**src/rtl/chirp_uart_pkg.sv**
```systemverilog
// Shared definitions for the chirp UART TX/RX pair: frame FSM encoding, bit constants and
// the bit-period computation both directions must agree on.
package chirp_uart_pkg;

    typedef enum logic [2:0] {
        StIdle   = 3'd0,
        StStart  = 3'd1,
        StData   = 3'd2,
        StParity = 3'd3,
        StStop   = 3'd4
    } uart_state_e;

    localparam logic START_BIT = 1'b0;
    localparam logic STOP_BIT  = 1'b1;

    // Rounded to the nearest whole clock so TX and RX land on the same period.
    function automatic int unsigned clks_per_bit(input int unsigned clk_freq_hz,
                                                 input int unsigned baud_rate);
        return (clk_freq_hz + baud_rate / 2) / baud_rate;
    endfunction

    function automatic int unsigned min_width(input int unsigned n);
        return (n > 1) ? $clog2(n) : 1;
    endfunction

endpackage

```
**src/rtl/chirp_uart_tx_fifo.sv**
```systemverilog
// Small synchronous FIFO feeding the UART transmitter; registered occupancy count, head word
// visible combinationally on rdata.
module chirp_uart_tx_fifo
    import chirp_uart_pkg::*;
#(
    parameter int unsigned DATA_WIDTH      = 8,
    parameter int unsigned FIFO_ADDR_WIDTH = 2
) (
    input  logic                  clk,
    input  logic                  rst,
    input  logic                  push,
    input  logic [DATA_WIDTH-1:0] wdata,
    input  logic                  pop,
    output logic [DATA_WIDTH-1:0] rdata,
    output logic                  full,
    output logic                  empty
);

    localparam int unsigned Depth = 1 << FIFO_ADDR_WIDTH;

    logic [DATA_WIDTH-1:0]      mem_q [Depth];
    logic [FIFO_ADDR_WIDTH-1:0] wr_ptr_q;
    logic [FIFO_ADDR_WIDTH-1:0] rd_ptr_q;
    logic [FIFO_ADDR_WIDTH:0]   count_q;
    logic                       do_push;
    logic                       do_pop;

    // The count tops out at exactly Depth, so its MSB alone marks full.
    assign full  = count_q[FIFO_ADDR_WIDTH];
    assign empty = (count_q == '0);
    assign rdata = mem_q[rd_ptr_q];

    // Full refuses a push even when a pop frees a slot in the same cycle.
    assign do_push = push & ~full;
    assign do_pop  = pop & ~empty;

    always_ff @(posedge clk) begin
        if (rst) begin
            wr_ptr_q <= '0;
            rd_ptr_q <= '0;
            count_q  <= '0;
        end else begin
            if (do_push) begin
                wr_ptr_q <= wr_ptr_q + 1'b1;
            end
            if (do_pop) begin
                rd_ptr_q <= rd_ptr_q + 1'b1;
            end
            if (do_push && !do_pop) begin
                count_q <= count_q + 1'b1;
            end else if (do_pop && !do_push) begin
                count_q <= count_q - 1'b1;
            end
        end
    end

    always_ff @(posedge clk) begin
        if (do_push) begin
            mem_q[wr_ptr_q] <= wdata;
        end
    end

endmodule

```
**src/rtl/chirp_uart_tx.sv**
```systemverilog
// UART transmitter (8N1, or 8E1 when CHIRP_UART_TX_PARITY_EN is defined) returning status and
// acknowledge bytes to the host; valid/ready byte input buffered by a small FIFO.
module chirp_uart_tx
    import chirp_uart_pkg::*;
#(
    parameter int unsigned CLK_FREQ_HZ     = 10_000_000,
    parameter int unsigned BAUD_RATE       = 9600,
    parameter int unsigned DATA_WIDTH      = 8,
    parameter int unsigned FIFO_ADDR_WIDTH = 2
) (
    input  logic                  i_clk,
    input  logic                  i_rst,
    input  logic [DATA_WIDTH-1:0] i_data,
    input  logic                  i_valid,
    output logic                  o_ready,
    output logic                  o_tx,
    output logic                  o_busy
);

    localparam int unsigned ClksPerBit = clks_per_bit(CLK_FREQ_HZ, BAUD_RATE);
    localparam int unsigned CntW       = min_width(ClksPerBit);
    localparam int unsigned IdxW       = min_width(DATA_WIDTH);
    localparam logic [CntW-1:0] CntMax = CntW'(ClksPerBit - 1);
    localparam logic [IdxW-1:0] IdxMax = IdxW'(DATA_WIDTH - 1);

    uart_state_e           state_q, state_d;
    logic [CntW-1:0]       cnt_q, cnt_d;
    logic [IdxW-1:0]       idx_q, idx_d;
    logic [DATA_WIDTH-1:0] shift_q, shift_d;
    logic                  tx_q, tx_d;
    logic                  bit_end;
    logic                  fifo_pop;
    logic                  fifo_full;
    logic                  fifo_empty;
    logic [DATA_WIDTH-1:0] fifo_rdata;
`ifdef CHIRP_UART_TX_PARITY_EN
    logic                  parity_q, parity_d;
`endif

    chirp_uart_tx_fifo #(
        .DATA_WIDTH      (DATA_WIDTH),
        .FIFO_ADDR_WIDTH (FIFO_ADDR_WIDTH)
    ) u_fifo (
        .clk   (i_clk),
        .rst   (i_rst),
        .push  (i_valid),
        .wdata (i_data),
        .pop   (fifo_pop),
        .rdata (fifo_rdata),
        .full  (fifo_full),
        .empty (fifo_empty)
    );

    assign bit_end = (cnt_q == CntMax);
    assign o_ready = ~fifo_full;
    assign o_busy  = (state_q != StIdle) | ~fifo_empty;
    assign o_tx    = tx_q;

    always_comb begin
        state_d  = state_q;
        cnt_d    = cnt_q;
        idx_d    = idx_q;
        shift_d  = shift_q;
        fifo_pop = 1'b0;
`ifdef CHIRP_UART_TX_PARITY_EN
        parity_d = parity_q;
`endif

        if (state_q != StIdle) begin
            cnt_d = bit_end ? '0 : cnt_q + 1'b1;
        end

        unique case (state_q)
            StIdle: begin
                if (!fifo_empty) begin
                    fifo_pop = 1'b1;
                    shift_d  = fifo_rdata;
`ifdef CHIRP_UART_TX_PARITY_EN
                    parity_d = ^fifo_rdata;
`endif
                    state_d  = StStart;
                end
            end
            StStart: begin
                if (bit_end) begin
                    idx_d   = '0;
                    state_d = StData;
                end
            end
            StData: begin
                if (bit_end) begin
                    shift_d = shift_q >> 1;
                    if (idx_q == IdxMax) begin
`ifdef CHIRP_UART_TX_PARITY_EN
                        state_d = StParity;
`else
                        state_d = StStop;
`endif
                    end else begin
                        idx_d = idx_q + 1'b1;
                    end
                end
            end
`ifdef CHIRP_UART_TX_PARITY_EN
            StParity: begin
                if (bit_end) begin
                    state_d = StStop;
                end
            end
`endif
            StStop: begin
                // Chain straight into the next start bit so queued frames stay contiguous.
                if (bit_end) begin
                    if (!fifo_empty) begin
                        fifo_pop = 1'b1;
                        shift_d  = fifo_rdata;
`ifdef CHIRP_UART_TX_PARITY_EN
                        parity_d = ^fifo_rdata;
`endif
                        state_d  = StStart;
                    end else begin
                        state_d = StIdle;
                    end
                end
            end
            default: begin
                state_d = StIdle;
            end
        endcase

        // Line level is derived from the next state so o_tx can come straight from a flop.
        unique case (state_d)
            StStart:  tx_d = START_BIT;
            StData:   tx_d = shift_d[0];
`ifdef CHIRP_UART_TX_PARITY_EN
            StParity: tx_d = parity_q;
`endif
            default:  tx_d = STOP_BIT;
        endcase
    end

    always_ff @(posedge i_clk) begin
        if (i_rst) begin
            state_q  <= StIdle;
            cnt_q    <= '0;
            idx_q    <= '0;
            shift_q  <= '0;
            tx_q     <= STOP_BIT;
`ifdef CHIRP_UART_TX_PARITY_EN
            parity_q <= 1'b0;
`endif
        end else begin
            state_q  <= state_d;
            cnt_q    <= cnt_d;
            idx_q    <= idx_d;
            shift_q  <= shift_d;
            tx_q     <= tx_d;
`ifdef CHIRP_UART_TX_PARITY_EN
            parity_q <= parity_d;
`endif
        end
    end

endmodule

```
**config.mk**
```make
export PLATFORM = sky130hd
export DESIGN_NAME = chirp_uart_tx
export DESIGN_NICKNAME = d
export VERILOG_FILES = /design/src/rtl/chirp_uart_pkg.sv /design/src/rtl/chirp_uart_tx_fifo.sv /design/src/rtl/chirp_uart_tx.sv
export SDC_FILE = /design/constraint.sdc
export NUM_CORES = 1
export LEC_CHECK = 0
export BUFFER_PORTS_ARGS = -buffer_cell sky130_fd_sc_hd__buf_2
export CAP_MARGIN = 25
export CORE_MARGIN = 1.5
export CORE_UTILIZATION = 35
export DETAILED_ROUTE_END_ITERATION = 12
export GPL_TIMING_DRIVEN = 0
export SETUP_SLACK_MARGIN = 0.5
export SLEW_MARGIN = 20
export SYNTH_ARGS = -nofsm -noshare
export SYNTH_HDL_FRONTEND = slang
export SYNTH_SLANG_ARGS = --single-unit
```
**constraint.sdc**
```tcl
create_clock -name i_clk -period 3.19 [get_ports i_clk]
set_input_delay 0.319 -clock i_clk [delete_from_list [all_inputs] [get_ports i_clk]]
set_output_delay 0.319 -clock i_clk [all_outputs]
set_load 0.005 [all_outputs]
```
==> run_results.csv <==
group,metric,value,unit
synth,synth_top_cell_area_share,33.2,%
route,drc,0,
sta,finalClockSkew,0.00881,ns
sta,finalMaxSlewViolations,0,
power_and_ir_drop,combPwrFrac,26.1,%
synth,seq_area_frac_synth,57.4,%
power_and_ir_drop,pwr-share-clk,26.5,%
global_routing,first_global_vias,1818,
power_and_ir_drop,power.density,718,nW/um^2
run,maxCapViolCount,0,
sta,finalSetupTns,0,ns
floorplan,start_util,36.9,%
setup_path,crit_slowest_cell,"dfxtp_4",
setup_path,crit_top_cell,"inv_1",
synth,synth.avg_cell_area,12.1,sq um
power_and_ir_drop,p_leak,0.00117,uW
min_path,hp-start,"i_data[5]",
min_path,holdPathStages,1,
floorplan,ios,14,
floorplan,die_h,93.9,um
final_layout,drive_gt1_share,21.1,%
power_and_ir_drop,power_frac_seq,47.5,%
floorplan,core_area,7850,sq um
final_layout,multi_input_area,1180,sq um
final_layout,diodes,0,
cts,cts_root_buffer,"clkbuf_8",
run_status,status,"finished, final reports clean",
cts,clock-sinks,67,
synth,synth_area,2890,sq um
final_layout,fill_cells,770,
synth,synth_common_cells,"dfxtp_1, edfxtp_1, nor2_1, nand2_1, xor2_1",
route,dr.pass1.iters,4,
setup_path,cp.arrival,2.85,ns
route,postRouteAntennaNets,0,
power_and_ir_drop,power_switching,748,uW
global_routing,grt_pass1_wl,8610,um
cts,clk_pin_slew,0.08,ns
placed_design,io_buffers,13,
final_layout,syn_to_final_growth,14.0,%
setup_path,critical_path_buf_inv_count,3,
setup_path,crit_start,"cnt_q[1]",
setup_path,worst-path-stages,12,
sta,period_share,80.6,%
floorplan,rows,32,
min_path,hold_class,"input pin to flop",
final_layout,nets,286,
global_routing,grt-ovfl-total,0,
global_routing,antenna_found_initial,0,
setup_path,required,3.47,ns
route,wirelength,5150,um
placed_design,place_inst,355,
route,via_count,1807,
cts,cts_buffer_depth,2,
setup_path,reg2reg_depth,12,
synth,synth_ff_type,"dfxtp_1",
cts,clk-insertion-delay-late,0.35,ns
placed_design,routabilityCongestion,0.744,
synth,synth_most_common_cell,"dfxtp_1",
synth,yosysUniqueCellTypes,41,
synth,netlist_instances,240,
synth,yosys_register_bits,67,
final_layout,register_area,1670,sq um
sta,fin_crit,2.57,ns
setup_path,path_cells,"inv_1 -> ha_1 -> nor2b_2 -> a31o_2 -> and2_4 -> inv_4 -> ha_2 -> inv_1 -> fa_2 -> xor2_1 -> or3_1 -> a21oi_1",
placed_design,hpwlAfterDp,3540,um
setup_path,critPathMaxFanout,5,
setup_path,cpPeakStageDelay,0.37,ns
route,drtIter0Drc,73,
global_routing,grt.total_usage,13.3,%
final_layout,final_cells,372,
synth,async_reset_ff_share,0,%
power_and_ir_drop,ir_drop,0.000343,V
synth,syn_nets,261,
setup_path,cp-start-kind,"flop",
sta,setup_violations,0,
power_and_ir_drop,intPower,1620,uW
synth,yosys.area.top_type,"edfxtp_1",
setup_path,critPathCaptureType,"flop",
synth,synth-edff-count,32,
cts,cts_htree_levels,3,
setup_path,criticalPathCategory,"flop to flop",
sta,finalHoldViolCount,0,
global_routing,grt_max_degree,14,
sta,max_freq,389,MHz
setup_path,r2r_start,"cnt_q[1]",
setup_path,cp_top_family,"adder cells",
sta,slew_headroom,54.5,%
power_and_ir_drop,switching_share,31.6,%
sta,tightest_slew,0.683,ns
route,wire_per_inst,13.8,um
synth,ys.warnings.count,0,
floorplan,die_area,8820,sq um
floorplan,die_x,93.9,um
sta,rsz0062_at_grt,"false",
route,vias_per_cell,4.86,
cts,cts_tree,"done",
synth,synth.top_cells.by_area,"edfxtp_1, dfxtp_1, mux4_2",
cts,numCtsBuffers,9,
[state kept, by name, summed over array words and instances (netlist names), named ones only]
name,cells
state_q,3
u_fifo.wr_ptr_q,2
cnt_q,11
u_fifo.rd_ptr_q,2
u_fifo.count_q,3
u_fifo.mem_q,32
shift_q,8
o_tx,1
idx_q,3
[stage by stage]
step	hold WS, ns	setup slack (ns)	area, sq um	utilization [%]	total power, uW
after CTS	0.164	0.528	3270	41.6	2360
after global placement	0.448	0.271	3090	39.3	1700
after floorplan	0.418	0.657	2890	-	1570
after detailed placement	0.452	0.217	3090	39.3	1720
final	0.178	0.620	3300	42.0	2370
after global routing	0.163	0.499	3300	42.0	2520
[layout by cell type (no fill, tap or decap), drive strengths merged, types with 2 or more instances in the layout]
cell type,instances
dfxtp,35
edfxtp,32
nor2,24
clkbuf,18
buf,16
nand2,13
inv,11
xor2,10
nor3,9
ha,9
a21oi,8
mux4,8
or3,7
o21ai,7
nor2b,7
nand3,6
and2,5
a211oi,4
nand4,4
o22ai,4
and3,4
xnor2,3
clkinv,3
nor4b,2
mux2i,2
and4,2
a32oi,2
a31oi,2
clkinvlp,2
[final timing paths]
| check | end | slack (ns) |
|---|---|---|
| max reg2reg | u_fifo.count_q[2] | 0.62 |
| max | u_fifo.count_q[2] | 0.62 |
| min reg2reg | idx_q[1] | 0.46 |
| min | u_fifo.mem_q[2][5] | 0.18 |
[cells by family after synthesis]
| kind of cell | count (synthesis) | share of synthesized area (%) |
|---|---|---|
| AND/OR/NAND/NOR | 85 | 16.4 |
| flip-flops | 67 | 57.4 |
| AO/OA/AOI/OAI | 34 | 7.66 |
| buffers and inverters | 20 | 2.64 |
| XOR/XNOR | 13 | 3.94 |
| adder cells (fa/ha/maj) | 11 | 4.97 |
| multiplexers | 10 | 6.92 |
[final cells by class]
type | instances | share of cell area [%]
Sequential cell | 67 | 50.5
Multi-Input combinational cell | 153 | 35.7
Tap cell | 102 | 3.87
Clock buffer | 9 | 3.76
Timing Repair Buffer | 14 | 2.20
Clock inverter | 7 | 1.56
Buffer | 11 | 1.33
Inverter | 9 | 1.10
[repair_timing]
action	in CTS	in global routing
setup endpoints to repair	1	1
hold buffers	0	0
buffers inserted	0	1
pin swaps	0	1
gates resized for setup	3	10
gates cloned	0	0
[routing by layer]
metal | GRT usage, % | vias to the layer above | share of wire [%]
met5 | 0 | - | 0
li1 | - | 921 | -
met2 | 21.5 | 25 | 49
met1 | 15.7 | 852 | 45
met3 | 5.10 | 9 | 4.2
met4 | 5.72 | 0 | 1.4
[power groups by stage]
stage                     clock (uW)  combinational (uW)  sequential [uW]
after floorplan                    0                 456             1120
after global routing             682                 696             1140
after CTS                        647                 597             1120
after detailed placement           0                 589             1130
final                            627                 616             1120
after global placement             0                 575             1130
Power figures use the tool's default switching activity.
